<file path="config.mk">
export PLATFORM = sky130hd
export DESIGN_NAME = sd_block_arbiter
export DESIGN_NICKNAME = d
export VERILOG_FILES = /design/src/rtl/sd_block_arbiter.sv
export SDC_FILE = /design/constraint.sdc
export NUM_CORES = 1
export LEC_CHECK = 0
export ABC_AREA = 1
export BUFFER_PORTS_ARGS = -buffer_cell sky130_fd_sc_hd__buf_2
export CAP_MARGIN = 0
export CORE_ASPECT_RATIO = 0.5
export CORE_MARGIN = 2
export CORE_UTILIZATION = 30
export DETAILED_ROUTE_END_ITERATION = 10
export GPL_ROUTABILITY_DRIVEN = 0
export PLACE_DENSITY = 0.67
export SYNTH_ARGS = -nofsm -noshare
export SYNTH_HDL_FRONTEND = slang
export SYNTH_SLANG_ARGS = --single-unit
</file>
<file path="constraint.sdc">
create_clock -name clk_sys -period 3.9 [get_ports clk_sys]
set_input_delay 0.39 -clock clk_sys [delete_from_list [all_inputs] [get_ports clk_sys]]
set_output_delay 0.39 -clock clk_sys [all_outputs]
set_load 0.05 [all_outputs]
</file>
<file path="src/rtl/sd_block_arbiter.sv">
//
// sd_block_arbiter
// ----------------
// Shares the single HPS virtual-SD block channel (sd_lba / sd_rd / sd_wr /
// sd_ack / sd_buff_wr) between NREQ drive requesters (FDD0, FDD1, HDD, spare).
// One sector transaction runs at a time. The owner is chosen round-robin
// among pending requesters. Its LBA and operation are latched at grant time,
// and completion is reported back with a one-cycle pulse to that requester
// only.
//
// Build option:
//   SD_ARB_TIMEOUT_EN  when defined, a TMO_W-bit watchdog aborts a transaction
//                      that stalls in WAIT_ACK/XFER and pulses req_err instead
//                      of req_done. When undefined, req_err is tied to 0 and
//                      the arbiter waits for the ack forever.
//
// Parameters:
//   NREQ   number of requesters (bit i of every NREQ-wide port is requester i)
//   LBA_W  sector address width
//   TMO_W  watchdog counter width (timeout build only)
//
// Ports:
//   clk_sys      in   system clock, rising edge
//   reset        in   asynchronous active-high reset
//   req_rd       in   [NREQ]        level read request, held until req_done
//   req_wr       in   [NREQ]        level write request, held until req_done
//   req_lba      in   [NREQ*LBA_W]  sector address, requester i at [i*LBA_W +: LBA_W]
//   req_done     out  [NREQ]        one-cycle completion pulse to the owner
//   req_err      out  [NREQ]        one-cycle abort pulse (timeout build only)
//   req_buff_wr  out  [NREQ]        sd_buff_wr steered to the owner only
//   grant        out  [NREQ]        one-hot current owner, 0 when idle
//   busy         out                high in every state except IDLE
//   sd_lba       out  [LBA_W]       latched LBA of the granted request
//   sd_rd        out  [NREQ]        read strobe to hps_io, owner bit only
//   sd_wr        out  [NREQ]        write strobe to hps_io, owner bit only
//   sd_ack       in   [NREQ]        ack from hps_io, only the owner bit is used
//   sd_buff_wr   in                 buffer byte write strobe from hps_io

module sd_block_arbiter #(
  parameter int NREQ  = 4,
  parameter int LBA_W = 32,
  parameter int TMO_W = 24
) (
  input  logic                  clk_sys,
  input  logic                  reset,
  input  logic [NREQ-1:0]       req_rd,
  input  logic [NREQ-1:0]       req_wr,
  input  logic [NREQ*LBA_W-1:0] req_lba,
  output logic [NREQ-1:0]       req_done,
  output logic [NREQ-1:0]       req_err,
  output logic [NREQ-1:0]       req_buff_wr,
  output logic [NREQ-1:0]       grant,
  output logic                  busy,
  output logic [LBA_W-1:0]      sd_lba,
  output logic [NREQ-1:0]       sd_rd,
  output logic [NREQ-1:0]       sd_wr,
  input  logic [NREQ-1:0]       sd_ack,
  input  logic                  sd_buff_wr
);

  localparam int IDX_W = (NREQ > 1) ? $clog2(NREQ) : 1;

  typedef enum logic [2:0] {
    S_IDLE,
    S_ISSUE,
    S_WAIT_ACK,
    S_XFER,
    S_DONE
  } state_t;

  state_t           state;
  state_t           state_next;
  logic [IDX_W-1:0] rr_ptr;
  logic [IDX_W-1:0] owner_idx;
  logic             op_wr;
  logic [NREQ-1:0]  pending;
  logic             found;
  logic [IDX_W-1:0] win_idx;
  logic [IDX_W:0]   cand;
  logic [NREQ-1:0]  win_onehot;
  logic             owner_ack;
  logic             strobe_on;
  logic             tmo_hit;
  logic             aborted;

  assign pending    = req_rd | req_wr;
  assign win_onehot = NREQ'(1) << win_idx;
  assign owner_ack  = sd_ack[owner_idx];

  // Round-robin search: the first pending requester at or after rr_ptr,
  // wrapping from NREQ-1 back to 0. cand carries one extra bit so that the
  // sum can exceed NREQ-1 before it is folded back into range.
  always_comb begin
    found   = 1'b0;
    win_idx = '0;
    cand    = '0;
    for (int k = 0; k < NREQ; k++) begin
      cand = {1'b0, rr_ptr} + (IDX_W+1)'(k);
      if (cand >= (IDX_W+1)'(NREQ)) begin
        cand = cand - (IDX_W+1)'(NREQ);
      end
      if (!found && pending[cand[IDX_W-1:0]]) begin
        found   = 1'b1;
        win_idx = cand[IDX_W-1:0];
      end
    end
  end

`ifdef SD_ARB_TIMEOUT_EN
  // Watchdog: cleared while issuing, counts through WAIT_ACK and XFER. An ack
  // arriving in the same cycle as the all-ones count still wins, so a
  // transaction that completes on the last cycle is not reported as aborted.
  logic [TMO_W-1:0] tmo_cnt;
  logic             abort_now;

  assign tmo_hit   = &tmo_cnt;
  assign abort_now = tmo_hit &&
                     (((state == S_WAIT_ACK) && !owner_ack) ||
                      ((state == S_XFER) && owner_ack));

  always_ff @(posedge clk_sys or posedge reset) begin
    if (reset) begin
      tmo_cnt <= '0;
      aborted <= 1'b0;
    end else if (state == S_ISSUE) begin
      tmo_cnt <= '0;
      aborted <= 1'b0;
    end else if ((state == S_WAIT_ACK) || (state == S_XFER)) begin
      tmo_cnt <= tmo_cnt + 1'b1;
      aborted <= abort_now;
    end
  end
`else
  assign tmo_hit = 1'b0;
  assign aborted = 1'b0;
`endif

  // Next-state logic. A request is committed once ISSUE is entered, so none
  // of the later transitions look at req_rd/req_wr again.
  always_comb begin
    state_next = state;
    case (state)
      S_IDLE: begin
        if (found) begin
          state_next = S_ISSUE;
        end
      end
      S_ISSUE: begin
        state_next = S_WAIT_ACK;
      end
      S_WAIT_ACK: begin
        if (owner_ack) begin
          state_next = S_XFER;
        end else if (tmo_hit) begin
          state_next = S_DONE;
        end
      end
      S_XFER: begin
        if (!owner_ack || tmo_hit) begin
          state_next = S_DONE;
        end
      end
      S_DONE: begin
        state_next = S_IDLE;
      end
      default: begin
        state_next = S_IDLE;
      end
    endcase
  end

  // State register plus the per-transaction context. Owner, LBA and op are
  // captured only on the IDLE->ISSUE step, so later changes on req_lba or the
  // request levels cannot disturb a running transaction. The round-robin
  // pointer moves past the owner only when the transaction retires.
  always_ff @(posedge clk_sys or posedge reset) begin
    if (reset) begin
      state     <= S_IDLE;
      rr_ptr    <= '0;
      owner_idx <= '0;
      op_wr     <= 1'b0;
      grant     <= '0;
      sd_lba    <= '0;
    end else begin
      state <= state_next;
      case (state)
        S_IDLE: begin
          if (found) begin
            owner_idx <= win_idx;
            grant     <= win_onehot;
            sd_lba    <= req_lba[win_idx*LBA_W +: LBA_W];
            op_wr     <= req_wr[win_idx];
          end
        end
        S_DONE: begin
          rr_ptr <= (owner_idx == IDX_W'(NREQ-1)) ? '0 : owner_idx + 1'b1;
          grant  <= '0;
        end
        default: begin
        end
      endcase
    end
  end

  // Strobes run from ISSUE until the cycle after the owner's ack is sampled.
  // A write wins over a read for the same requester so that dirty data is
  // flushed before the sector is read back.
  assign strobe_on   = (state == S_ISSUE) || (state == S_WAIT_ACK);
  assign sd_rd       = (strobe_on && !op_wr) ? grant : '0;
  assign sd_wr       = (strobe_on && op_wr) ? grant : '0;
  assign busy        = (state != S_IDLE);
  assign req_buff_wr = sd_buff_wr ? grant : '0;
  assign req_done    = ((state == S_DONE) && !aborted) ? grant : '0;

`ifdef SD_ARB_TIMEOUT_EN
  assign req_err = ((state == S_DONE) && aborted) ? grant : '0;
`else
  assign req_err = '0;
`endif

endmodule

</file>
==> flow_metrics.py <==
metrics = {
    "status": {
        "status": "completed",
    },
    "power_and_ir_drop": {
        "p_leak_nw": 2.93,
        "finalPower_mw": 4.80,
        "max-vdd-ir-drop_mv": 0.525,
        "power_density_nw_per_um2": 1040,
    },
    "synth": {
        "ys_warn_count": 0,
        "yosys.area.top_type_share": 0.402,
        "synth_top_family_by_area": "simple AND/OR/NAND/NOR gates",
        "yosys.area_share.adder": 0.00361,
        "synth.largest_area_cell": "nand2_1",
        "synth_compound_gate_area_share": 0.0249,
        "synthMuxAreaShare": 0,
        "synthTopCellsByArea": "nand2_1 (40%), dfrtp_1 (32%), nand3_1 (12%)",
        "synthSimpleGateAreaFrac": 0.562,
        "synth_area_per_cell_um2": 5.71,
        "seq_area_frac_synth": 0.318,
        "syn_inst": 606,
        "synth-xor-area-share": 0,
        "ys_seq_elements": 44,
        "syn_area_um2": 3460,
        "synth_cell_types": 25,
    },
    "worst_setup_path": {
        "crit_buf_inv": 2,
        "regToRegSetupSlack_ns": 1.30,
        "critical_path_depth": 14,
        "cp_cell_sequence": "inv_4, nand2_1, nand2_1, nand3_1, o21ai_1, nand3_1, nand2_2, buf_4, nand3_1, nand2_1, nand2_1, nand2_1, nand2_1, nand2_1",
        "crit_path_start": "rr_ptr[0]$_DFFE_PP0P_",
        "r2r-start": "rr_ptr[0]$_DFFE_PP0P_",
        "ff2ff_path_depth": 14,
        "critPathKind": "flip-flop to flip-flop",
        "cp_top_family": "simple AND/OR/NAND/NOR gates",
        "arrival_ns": 2.82,
        "r2r_end": "op_wr$_DFFE_PP0P_",
        "cpMaxStageDelayCell": "buf_4",
        "cp_data_required_time_ns": 4.12,
        "crit_top_cell": "nand2_1",
        "critPathCaptureType": "flip-flop",
        "crit_end": "op_wr$_DFFE_PP0P_",
        "cp-start-kind": "flip-flop",
        "slowest_delay_ns": 0.54,
        "critPathMaxFanout": 66,
    },
    "clocking": {
        "worstSkewPairLatency_ns": 0.28,
        "cts_buffer_depth": 2,
        "cts_sinks": 44,
        "holdBufCountCts": 0,
        "cts_htree_levels": 2,
        "post_cts_buffers": 0,
        "ctsResizeCount": 0,
        "cts_tree": "done",
        "root_buffer": "clkbuf_16",
        "clk_pin_slew_worst_paths_ns": 0.06,
        "cts_inserted_buffers": 5,
    },
    "final_layout": {
        "final_cell_mix": "nand2_1 (370), buf_2 (195), nand3_1 (81)",
        "num_antenna_cells": 0,
        "final.fill_count": 1226,
        "utilization": 0.413,
        "num-nets-final": 921,
        "final_common_cell": "nand2_1",
        "area_growth_pct": 32.6,
        "drive_above_1_share": 0.282,
        "stdcell_count": 922,
        "fin_area_um2": 4590,
    },
    "floorplan": {
        "die-height_um": 80.0,
        "io_pins": 200,
        "coreArea_um2": 11100,
        "start_util": 0.311,
        "die_area_um2": 12500,
        "die_width_um": 156,
        "row_count": 27,
    },
    "timing": {
        "fmax_mhz": 385,
        "drv_slew": 0,
        "grt_setup_unrepaired": "no",
        "final_hold_viol_count": 0,
        "max-slew-margin-rel": 0.357,
        "fin_skew_ns": 0.00689,
        "worst_slack_ns": 1.30,
        "setup_violations": 0,
        "period_needed_ns": 2.60,
        "finalCritPeriodShare": 0.665,
        "whs_ns": 0.329,
        "worst_slew_pin_slew_ns": 0.963,
        "tns_ns": 0,
    },
    "route": {
        "drt_iter0_drc": 168,
        "num_vias": 4277,
        "detail-route-antenna-nets": 0,
        "routed_wirelength_mm": 11.3,
        "routedWlPerCell_um": 12.2,
        "drc": 0,
        "post_drt_via_cell_ratio": 4.64,
        "first_pass_iters": 4,
    },
    "placed_design": {
        "dpl_worst_slack_ns": 1.35,
        "port_buffers": 195,
        "placed_area_um2": 4460,
        "dp_cells": 915,
        "dpl.hpwl_mm": 8.15,
    },
    "global_route": {
        "grt_pass1_vias": 3839,
        "grt_max_degree": 67,
        "grt_pass1_wl_mm": 18.1,
        "antenna_found_initial": 0,
        "globalRouteTotalUtil": 0.180,
        "grt-ovfl-total": 0,
    },
    "flow_run": {
        "max_cap_viol_count": 0,
    },
    "worst_hold_path": {
        "hold_class": "primary input to asynchronous set/reset pin",
    },
}
==> state kept, by name (all words and copies together) (netlist names) <==
name / cells
rr_ptr: 2
owner_idx: 2
grant: 4
state: 3
sd_lba: 32
op_wr: 1
==> worst min path at each step <==
stage                           start                      to  slack [ns]
4_1_cts                         reset  sd_lba[14]$_DFFE_PP0P_        0.37
2_1_floorplan       op_wr$_DFFE_PP0P_       op_wr$_DFFE_PP0P_        0.46
5_1_grt                         reset  sd_lba[16]$_DFFE_PP0P_        0.43
3_5_place_dp   sd_lba[17]$_DFFE_PP0P_  sd_lba[17]$_DFFE_PP0P_        0.46
6_report                        reset    grant[1]$_DFFE_PP0P_        0.33
3_3_place_gp   sd_lba[13]$_DFFE_PP0P_  sd_lba[13]$_DFFE_PP0P_        0.46
==> routing by layer <==
metal,global-route usage,part of all wire,up-vias
met5,0,0,-
met3,0.0364,0.049,14
li1,-,-,2207
met4,0.0422,0.014,0
met1,0.230,0.46,1951
met2,0.314,0.47,105
==> cells in the mapped netlist <==
master,n
nor2_4,1
a21oi_1,2
inv_2,3
buf_2,21
o21a_1,1
conb_1,1
dfrtp_1,44
nand2_2,2
nor2_2,2
nand2_1,371
nor2_1,26
ha_1,1
inv_4,1
nand4_1,1
buf_6,4
inv_1,17
nand3_1,81
buf_4,8
o21ai_1,1
o31ai_1,2
o22ai_1,2
or2_2,1
o21ai_0,6
a31oi_1,1
clkbuf_1,6
==> cell type report <==
class,count,area [um2],area share
Timing Repair Buffer,200,1030,0.223
Tap cell,145,181,0.0395
Clock buffer,6,129,0.0281
Inverter,21,81.3,0.0177
Sequential cell,44,1100,0.240
Multi-Input combinational cell,505,2070,0.450
Clock inverter,1,5.00,0.00109
==> where the power goes <==
part | internal, mW | switching, mW | total (mW)
registers | 0.681 | 0.139 | 0.819
clock network | 0.233 | 0.170 | 0.404
logic | 0.967 | 2.61 | 3.57
==> cells by family after synthesis <==
| kind of cell | count (synthesis) |
|---|---|
| other | 1 |
| adder cells (fa/ha/maj) | 1 |
| AND/OR/NAND/NOR | 485 |
| AO/OA/AOI/OAI | 15 |
| buffers and inverters | 60 |
| flip-flops | 44 |
Note: power is estimated with default switching activity, not from simulation.
